$ cat src/rtl/uart_pkt_scheduler.sv
// -----------------------------------------------------------------------------
// uart_pkt_scheduler
//
// Shares one UART transmitter between two 32-bit data producers. In IDLE it
// round-robin arbitrates between the request lines and captures the granted
// word. It then frames the word into a 7-byte packet:
//   SYNC, {src, seq[6:0]}, data[31:24], data[23:16], data[15:8], data[7:0],
//   XOR checksum of bytes 1-5
// Bytes go to the UART one at a time through its tx_ready/tx_en handshake.
//
// Ports
//   clk       system clock
//   reset_b   asynchronous active-low reset
//   req       per-source request level; data must be held stable until ack
//   req_data  source 0 word in [31:0], source 1 word in [63:32]
//   ack       one-cycle pulse: that source's word has been captured
//   tx_ready  UART transmitter ready-to-send
//   tx_en     one-cycle byte strobe to the UART
//   tx_data   byte to the UART, valid while tx_en is high
//   busy      high from capture until the packet completes
//   pkt_done  one-cycle pulse after the last byte has been accepted
// -----------------------------------------------------------------------------
`timescale 1ns/1ps

module uart_pkt_scheduler #(
  parameter int         NUM_SRC      = 2,
  parameter int         BUSY_TIMEOUT = 255,
  parameter logic [7:0] SYNC_BYTE    = 8'hA5
) (
  input  logic                    clk,
  input  logic                    reset_b,
  input  logic [NUM_SRC-1:0]      req,
  input  logic [32*NUM_SRC-1:0]   req_data,
  output logic [NUM_SRC-1:0]      ack,
  input  logic                    tx_ready,
  output logic                    tx_en,
  output logic [7:0]              tx_data,
  output logic                    busy,
  output logic                    pkt_done
);

  localparam logic [7:0] TIMEOUT_CNT = 8'(BUSY_TIMEOUT);

  typedef enum logic [1:0] {
    IDLE      = 2'd0,
    SEND      = 2'd1,
    WAIT_BUSY = 2'd2,
    WAIT_IDLE = 2'd3
  } state_t;

  state_t               state_reg, state_next;
  logic [2:0]           idx_reg, idx_next;
  logic [7:0]           cnt_reg, cnt_next;
  logic [31:0]          data_reg, data_next;
  logic [7:0]           id_reg, id_next;
  logic [7:0]           csum_reg, csum_next;
  logic                 last_grant_reg, last_grant_next;
  logic [NUM_SRC-1:0]   ack_reg, ack_next;
  logic                 tx_en_reg, tx_en_next;
  logic [7:0]           tx_data_reg, tx_data_next;
  logic                 busy_reg, busy_next;
  logic                 pkt_done_reg, pkt_done_next;

  logic [NUM_SRC-1:0]   seq_inc;
  logic [6:0]           seq_cur [NUM_SRC];
  logic [31:0]          src_data [NUM_SRC];

  logic                 grant;
  logic [31:0]          sel_data;
  logic [7:0]           sel_id;
  logic [7:0]           sel_csum;
  logic [7:0]           cur_byte;

  // Per-source data slices and sequence counters. A counter only advances on
  // its own source's completed packet, so an abandoned packet costs no seq.
  genvar gi;
  generate
    for (gi = 0; gi < NUM_SRC; gi++) begin : g_src
      logic [6:0] seq_reg;

      assign src_data[gi] = req_data[32*gi +: 32];
      assign seq_cur[gi]  = seq_reg;

      always_ff @(posedge clk or negedge reset_b) begin
        if (!reset_b) begin
          seq_reg <= 7'd0;
        end else if (seq_inc[gi]) begin
          seq_reg <= seq_reg + 7'd1;
        end
      end
    end
  endgenerate

  // Round robin: with both requesting, the source not granted last time wins.
  // last_grant resets to 1 so source 0 wins the first contention.
  always_comb begin
    grant = req[1];
    if (req[0] && req[1]) begin
      grant = ~last_grant_reg;
    end
  end

  assign sel_data = src_data[grant];
  assign sel_id   = {grant, seq_cur[grant]};
  assign sel_csum = sel_id ^ sel_data[31:24] ^ sel_data[23:16]
                  ^ sel_data[15:8] ^ sel_data[7:0];

  // Packet byte selected by the current index.
  always_comb begin
    cur_byte = SYNC_BYTE;
    case (idx_reg)
      3'd0:    cur_byte = SYNC_BYTE;
      3'd1:    cur_byte = id_reg;
      3'd2:    cur_byte = data_reg[31:24];
      3'd3:    cur_byte = data_reg[23:16];
      3'd4:    cur_byte = data_reg[15:8];
      3'd5:    cur_byte = data_reg[7:0];
      3'd6:    cur_byte = csum_reg;
      default: cur_byte = SYNC_BYTE;
    endcase
  end

  // Next-state and registered-output logic.
  always_comb begin
    state_next      = state_reg;
    idx_next        = idx_reg;
    cnt_next        = cnt_reg;
    data_next       = data_reg;
    id_next         = id_reg;
    csum_next       = csum_reg;
    last_grant_next = last_grant_reg;
    ack_next        = '0;
    tx_en_next      = 1'b0;
    tx_data_next    = tx_data_reg;
    busy_next       = busy_reg;
    pkt_done_next   = 1'b0;
    seq_inc         = '0;

    case (state_reg)
      IDLE: begin
        if (|req) begin
          data_next       = sel_data;
          id_next         = sel_id;
          csum_next       = sel_csum;
          last_grant_next = grant;
          ack_next[grant] = 1'b1;
          busy_next       = 1'b1;
          idx_next        = 3'd0;
          state_next      = SEND;
        end
      end

      SEND: begin
        if (tx_ready) begin
          tx_en_next   = 1'b1;
          tx_data_next = cur_byte;
          cnt_next     = 8'd0;
          state_next   = WAIT_BUSY;
        end
      end

      // Wait for the UART to show it took the byte. A UART that never drops
      // ready would otherwise stall us forever, so the counter bounds the wait.
      WAIT_BUSY: begin
        if (!tx_ready || (cnt_reg == TIMEOUT_CNT)) begin
          state_next = WAIT_IDLE;
        end else begin
          cnt_next = cnt_reg + 8'd1;
        end
      end

      WAIT_IDLE: begin
        if (tx_ready) begin
          if (idx_reg == 3'd6) begin
            pkt_done_next       = 1'b1;
            busy_next           = 1'b0;
            seq_inc[id_reg[7]]  = 1'b1;
            state_next          = IDLE;
          end else begin
            idx_next   = idx_reg + 3'd1;
            state_next = SEND;
          end
        end
      end

      default: state_next = IDLE;
    endcase
  end

  always_ff @(posedge clk or negedge reset_b) begin
    if (!reset_b) begin
      state_reg      <= IDLE;
      idx_reg        <= 3'd0;
      cnt_reg        <= 8'd0;
      data_reg       <= 32'd0;
      id_reg         <= 8'd0;
      csum_reg       <= 8'd0;
      last_grant_reg <= 1'b1;
      ack_reg        <= '0;
      tx_en_reg      <= 1'b0;
      tx_data_reg    <= 8'h00;
      busy_reg       <= 1'b0;
      pkt_done_reg   <= 1'b0;
    end else begin
      state_reg      <= state_next;
      idx_reg        <= idx_next;
      cnt_reg        <= cnt_next;
      data_reg       <= data_next;
      id_reg         <= id_next;
      csum_reg       <= csum_next;
      last_grant_reg <= last_grant_next;
      ack_reg        <= ack_next;
      tx_en_reg      <= tx_en_next;
      tx_data_reg    <= tx_data_next;
      busy_reg       <= busy_next;
      pkt_done_reg   <= pkt_done_next;
    end
  end

  assign ack      = ack_reg;
  assign tx_en    = tx_en_reg;
  assign tx_data  = tx_data_reg;
  assign busy     = busy_reg;
  assign pkt_done = pkt_done_reg;

endmodule

$ cat config.mk
export PLATFORM = sky130hd
export DESIGN_NAME = uart_pkt_scheduler
export DESIGN_NICKNAME = d
export VERILOG_FILES = /design/src/rtl/uart_pkt_scheduler.sv
export SDC_FILE = /design/constraint.sdc
export NUM_CORES = 1
export LEC_CHECK = 0
export ABC_AREA = 1
export CAP_MARGIN = 20
export CORE_ASPECT_RATIO = 1.2
export CORE_UTILIZATION = 59
export DETAILED_ROUTE_END_ITERATION = 10
export PLACE_DENSITY = 0.86
export SYNTH_ARGS = -nofsm -noshare
export SYNTH_HDL_FRONTEND = slang
export SYNTH_SLANG_ARGS = --single-unit
$ cat constraint.sdc
create_clock -name clk -period 3.4 [get_ports clk]
set_input_delay 0.68 -clock clk [delete_from_list [all_inputs] [get_ports clk]]
set_output_delay 0.68 -clock clk [all_outputs]
set_load 0.05 [all_outputs]
==> results of run 1 <==
## final timing paths
check / endpoint / slack (ns)
worst min-delay path: cnt_reg[2]$_DFFE_PN0P_ / 0.15
worst max-delay path: g_src[0].seq_reg[5]$_DFFE_PN0P_ / 1.07
max in group asynchronous: last_grant_reg$_DFFE_PN1P_ / 2.58
worst min register to register: last_grant_reg$_DFFE_PN1P_ / 0.48
min in group clk: last_grant_reg$_DFFE_PN1P_ / 0.48
worst max register to register: g_src[0].seq_reg[5]$_DFFE_PN0P_ / 1.07
## placed cells by master (no fill, tap or decap), types with 5 or more instances in the layout
cell             count
a211oi_1             7
a21oi_1             19
buf_4                5
clkbuf_8            10
clkdlybuf4s50_1     79
dfrtp_1             88
ha_1                12
inv_1               76
inv_2                5
nand2_1            338
nand3_1             70
nand3b_1            28
nor2_1              36
o21ai_0             47
xor2_1              14
## kinds of logic (layout without fill, tap and decap cells)
logic type	Yosys count	in the layout	synth area share, %
mux	1	1	0.202
compound gates	85	85	8.30
fa+ha+maj	12	12	2.69
buf+inv	115	184	8.86
simple gates	491	491	37.5
flops	89	89	39.9
xor+xnor	16	16	2.51
## per-layer routing
| layer | wire length [um] | vias to the layer above | track usage, % |
|---|---|---|---|
| met3 | 1040 | 34 | 5.27 |
| met4 | 474 | 0 | 13.2 |
| met1 | 6200 | 2589 | 41.6 |
| met5 | 0 | - | 0 |
| li1 | - | 2678 | - |
| met2 | 7030 | 221 | 51.1 |
## report_power, final
group          leakage (uW)  switching, uW  internal (uW)
Combinational       0.00229           1240            657
Clock              0.000119            415            446
Sequential          0.00107            267           1460
## through the flow
step           utilization [%]  setup slack, ns
6_report                  72.9             1.07
3_3_place_gp              70.0            0.943
5_1_grt                   72.9            0.828
2_1_floorplan                -             1.75
4_1_cts                   72.6             1.08
3_5_place_dp              70.0            0.876
## final cells by class
class                           instances  share of cell area [%]
Multi-Input combinational cell        605                    42.9
Clock buffer                           10                    2.07
Tap cell                              120                    2.26
Clock inverter                          6                    1.47
Sequential cell                        89                    33.5
Inverter                               81                    4.57
Timing Repair Buffer                   87                    13.2
==> flow_metrics.tcl, run 1 <==
set metrics [dict create \
    boundaryPins 82 \
    clock_latency_ns 0.37 \
    die_w_um 90.8 \
    clkSlewWorstSetupHoldPaths_ns 0.09 \
    synth-seq-area-share_pct 39.9 \
    cts-resized-gates 0 \
    clock_tree_from_tritoncts "done" \
    ys_warn_count 0 \
    place.detailed.instances 981 \
    p_per_area_nw_per_um2 674 \
    timing.hold.worst.class "primary input to asynchronous set/reset pin" \
    maxClockFrequency_mhz 429 \
    grt_pass1_wl_um 24000 \
    num_rows 38 \
    worstPathMaxFanout 11 \
    hold_slack_ns 0.155 \
    drt-wirelength-per-cell_um 14.8 \
    antennaDiodeCount 0 \
    report.final.setup_viol 0 \
    count_of_pins_over_their_slew_limit 0 \
    syn_inst 809 \
    grt_setup_unrepaired "no" \
    postSynthNetCount 890 \
    crit_path_start_kind "register" \
    synthesis.area_um2 5580 \
    final_clock_skew_ns 0.00827 \
    power_leakage_uw 0.00348 \
    dr_pass1_iterations 6 \
    clock_tree.root_cell "clkbuf_8" \
    final-instance-count-excl-fill 998 \
    nNetsFinal 954 \
    synth.largest_area_cell "dfrtp_1" \
    area_delta_synth_final_pct 19.3 \
    cpMostUsedCell "nand2_1" \
    cp_data_required_time_ns 3.66 \
    worstSetupEndpointType "register" \
    cts_hold_repair.buffers 0 \
    synth.ff_latch_count 89 \
    seqCellArea_um2 2230 \
    die_h_um 109 \
    drive_gt1_share_pct 4.67 \
    critical_path.cell_chain "inv_1, ha_1, nand2_1, inv_1, nand2_1, nor2_2, nand2_1, nor2_1, nand3_1, xor2_1" \
    synth_top_cells_by_area "dfrtp_1 (39%), nand2_1 (23%), nand3_1 (6.3%)" \
    avgSynthCellArea_um2 6.90 \
    post_synth_most_frequent_cells "nand2_1 (338), dfrtp_1 (88), inv_1 (76), nand3_1 (70), o21ai_0 (47)" \
    timing.setup.tns_ns 0 \
    power.total_uw 4480 \
    gr-usage-all-layers_pct 31.3 \
    post-route-cell-area_um2 6660 \
    dieArea_um2 9850 \
    routed_wl_um 14700 \
    worst_path_class_setup "register to register" \
    worst_pin_slew_ns 0.533 \
    gr-total-overflow 0 \
    critPathTopFamily "simple AND/OR/NAND/NOR gates" \
    reg2reg_depth 10 \
    outcome "complete, no violations" \
    ant_nets 0 \
    finalCriticalPeriod_ns 2.33 \
    placed_area_um2 6390 \
    cts-root-to-sink-buffers 2 \
    floorplan.core_area_um2 9130 \
    cts_setup_buffers 0 \
    finalCritPeriodShare_pct 68.5 \
    cts_num_sinks 89 \
    route.detailed.drc 0 \
    maxSlewHeadroom_pct 64.5 \
    number_of_violations_reported_at_the_end_of_detailed_routing_iteration_0 584 \
    maxCapViolations 0 \
    synth_most_common_cell "nand2_1" \
    multi_input_area_um2 2860 \
    postSynth.asyncResetShare_pct 100 \
    cell_with_the_largest_stage_delay_on_the_worst_path "dfrtp_1" \
    largest_reg_flops 32 \
    routabilityCongestion 0.892 \
    via_per_inst 5.53 \
    synth_top_flop_cell "dfrtp_1" \
    crit_path_max_incr_delay_ns 0.42 \
    grt_max_degree 90 \
    place.port_buffers 81 \
    grt_pass1_vias 5063 \
    initial_antenna_violation_count 0 \
    fill_cells 766 \
    tritoncts.num_buffers 9 \
    count_of_flip_flops_with_a_built_in_enable_after_synthesis 0 \
    worstSetupPathDepth 10 \
    startpoint "idx_reg[0]$_DFFE_PN0P_" \
    rr_startpoint "idx_reg[0]$_DFFE_PN0P_" \
    hold_violations 0 \
    critical_path.n_buffers_inverters 2 \
    htree_num_levels 3 \
    initial_utilization_pct 61.1 \
    synth.top_cell.area_share_pct 39.5 \
    place_hpwl_um 11000 \
    cp_data_arrival_time_ns 2.59 \
    vias 5522 \
    peakVddDrop_v 0.000323 \
    yosysUniqueCellTypes 35 \
]
Note: power is estimated with default switching activity, not from simulation.
==> run 2, diff against run 1 <==
--- a/config.mk
+++ b/config.mk
@@ -8,9 +8,9 @@
 export ABC_AREA = 1
 export CAP_MARGIN = 20
 export CORE_ASPECT_RATIO = 1.2
-export CORE_UTILIZATION = 59
+export CORE_UTILIZATION = 55
 export DETAILED_ROUTE_END_ITERATION = 10
-export PLACE_DENSITY = 0.86
+export PLACE_DENSITY = 0.81
 export SYNTH_ARGS = -nofsm -noshare
 export SYNTH_HDL_FRONTEND = slang
 export SYNTH_SLANG_ARGS = --single-unit
==> constraint.sdc (replaced) <==
create_clock -name clk -period 2.3 [get_ports clk]
set_input_delay 0.46 -clock clk [delete_from_list [all_inputs] [get_ports clk]]
set_output_delay 0.46 -clock clk [all_outputs]
set_load 0.05 [all_outputs]
==> run 2 against run 1 <==
Combinational power up 55%. Sequential cell count unchanged. Non-clock buffer count grew 13. Count of clock-buffer cells in the layout did not move. Clock skew down 0.0012 ns. Cell count rose by 1.6%. Critical path type is now register to output port. First-iteration DRC count decreased by 36%. Die area is 7.1% higher. Core utilization shrank 2.1 points. Via count down 1.4%.
==> flow_metrics.tcl, run 2 (same netlist as run 1, synthesis figures left out) <==
set metrics [dict create \
    final_clock_skew_ns 0.00705 \
    largest_reg_flops 32 \
    cts-root-to-sink-buffers 2 \
    cts_setup_buffers 0 \
    placed_area_um2 6560 \
    gr-usage-all-layers_pct 30.2 \
    maxCapViolations 0 \
    nNetsFinal 967 \
    dr_pass1_iterations 5 \
    routabilityCongestion 0.940 \
    htree_num_levels 3 \
    timing.hold.worst.class "primary input to asynchronous set/reset pin" \
    routed_wl_um 14500 \
    critPathTopFamily "buffers and inverters" \
    initial_utilization_pct 57.5 \
    grt_pass1_vias 5287 \
    outcome "complete, no violations" \
    cp_data_required_time_ns 1.84 \
    finalCriticalPeriod_ns 1.96 \
    antennaDiodeCount 0 \
    via_per_inst 5.37 \
    count_of_pins_over_their_slew_limit 0 \
    post-route-cell-area_um2 6880 \
    drt-wirelength-per-cell_um 14.3 \
    num_rows 39 \
    die_h_um 112 \
    report.final.setup_viol 0 \
    vias 5447 \
    commonest_non_fill_non_tap_cell_in_the_layout "nand2_1" \
    p_per_area_nw_per_um2 1020 \
    cts_num_sinks 89 \
    clock_latency_ns 0.35 \
    crit_path_start_kind "register" \
    power_leakage_uw 0.00359 \
    initial_antenna_violation_count 0 \
    boundaryPins 82 \
    place.port_buffers 81 \
    hold_violations 0 \
    grt_max_degree 90 \
    worstSetupEndpointType "output port" \
    ant_nets 0 \
    area_delta_synth_final_pct 23.2 \
    cts-resized-gates 0 \
    mostFrequentLayoutCells "nand2_1 (338), dfrtp_1 (88), clkdlybuf4s50_1 (79)" \
    finalCritPeriodShare_pct 85.2 \
    clkSlewWorstSetupHoldPaths_ns 0.07 \
    drive_gt1_share_pct 6.06 \
    place_hpwl_um 11200 \
    peakVddDrop_v 0.000596 \
    maxSlewHeadroom_pct 65.8 \
    cts_hold_repair.buffers 0 \
    setup.reg_to_reg.worst_slack_ns 0.35 \
    worst_pin_slew_ns 0.511 \
    maxClockFrequency_mhz 510 \
    cp_data_arrival_time_ns 1.50 \
    grt_pass1_wl_um 24700 \
    layout.core_utilization_pct 70.8 \
    final-instance-count-excl-fill 1014 \
    clock_tree.root_cell "clkbuf_16" \
    worst_path_class_setup "register to output port" \
    number_of_violations_reported_at_the_end_of_detailed_routing_iteration_0 371 \
    critical_path.cell_chain "clkdlybuf4s50_1" \
    multi_input_area_um2 2860 \
    grt_setup_unrepaired "no" \
    gr-total-overflow 0 \
    critical_path.n_buffers_inverters 1 \
    die_w_um 93.9 \
    timing.setup.tns_ns 0 \
    cell_with_the_largest_stage_delay_on_the_worst_path "clkdlybuf4s50_1" \
    route.detailed.drc 0 \
    tritoncts.num_buffers 9 \
    seqCellArea_um2 2230 \
    floorplan.core_area_um2 9710 \
    crit_path_max_incr_delay_ns 0.80 \
    clock_tree_from_tritoncts "done" \
    worstPathMaxFanout 2 \
    place.detailed.instances 998 \
    dieArea_um2 10600 \
    fill_cells 786 \
]
## run 2: changes by cell type in the layout (fill, tap and decap cells not counted), sizes merged
cell      change
bufinv        -1
buf          +13
clkinvlp      +1
## run 2: metrics by stage
stage	hold slack (ns)	power, uW	setup WS (ns)
2_1_floorplan	0.164	4480	0.718
3_3_place_gp	0.466	5380	0.0363
3_5_place_dp	0.471	5490	0.0123
4_1_cts	0.167	7030	0.330
5_1_grt	0.159	7540	0.162
6_report	0.120	7030	0.340
## run 2: final cells by class
type | count | area share [%]
Tap cell | 123 | 2.24
Sequential cell | 89 | 32.4
Timing Repair Buffer | 100 | 14.8
Inverter | 81 | 4.42
Clock buffer | 10 | 3.48
Clock inverter | 6 | 1.06
Multi-Input combinational cell | 605 | 41.5
## run 2: where the power goes
part / internal (uW) / switching (uW) / leakage [uW]
Sequential: 2160 / 404 / 0.00107
Clock: 885 / 650 / 0.000150
Combinational: 1080 / 1850 / 0.00237
Total: 4120 / 2910 / 0.00359
## run 2: metal layers
layer | up-vias | global-route usage, % | share of wire [%]
met5 | - | 0 | 0
met4 | 0 | 11.2 | 2.4
met3 | 29 | 5.62 | 6.7
met2 | 188 | 48.6 | 47
met1 | 2510 | 40.4 | 44
li1 | 2720 | - | -
## run 2: final timing paths
path                                                 start                               to  cells after the start
worst max-delay path                tx_data[3]$_DFFE_PN0P_                       tx_data[3]                      1
worst min-delay path                               reset_b           cnt_reg[3]$_DFFE_PN0P_                      2
worst max register to register      idx_reg[0]$_DFFE_PN0P_  g_src[1].seq_reg[5]$_DFFE_PN0P_                     10
worst min register to register  last_grant_reg$_DFFE_PN1P_       last_grant_reg$_DFFE_PN1P_                      2
max in group asynchronous                          reset_b          csum_reg[2]$_DFFE_PN0P_                      2
min in group clk                last_grant_reg$_DFFE_PN1P_       last_grant_reg$_DFFE_PN1P_                      2
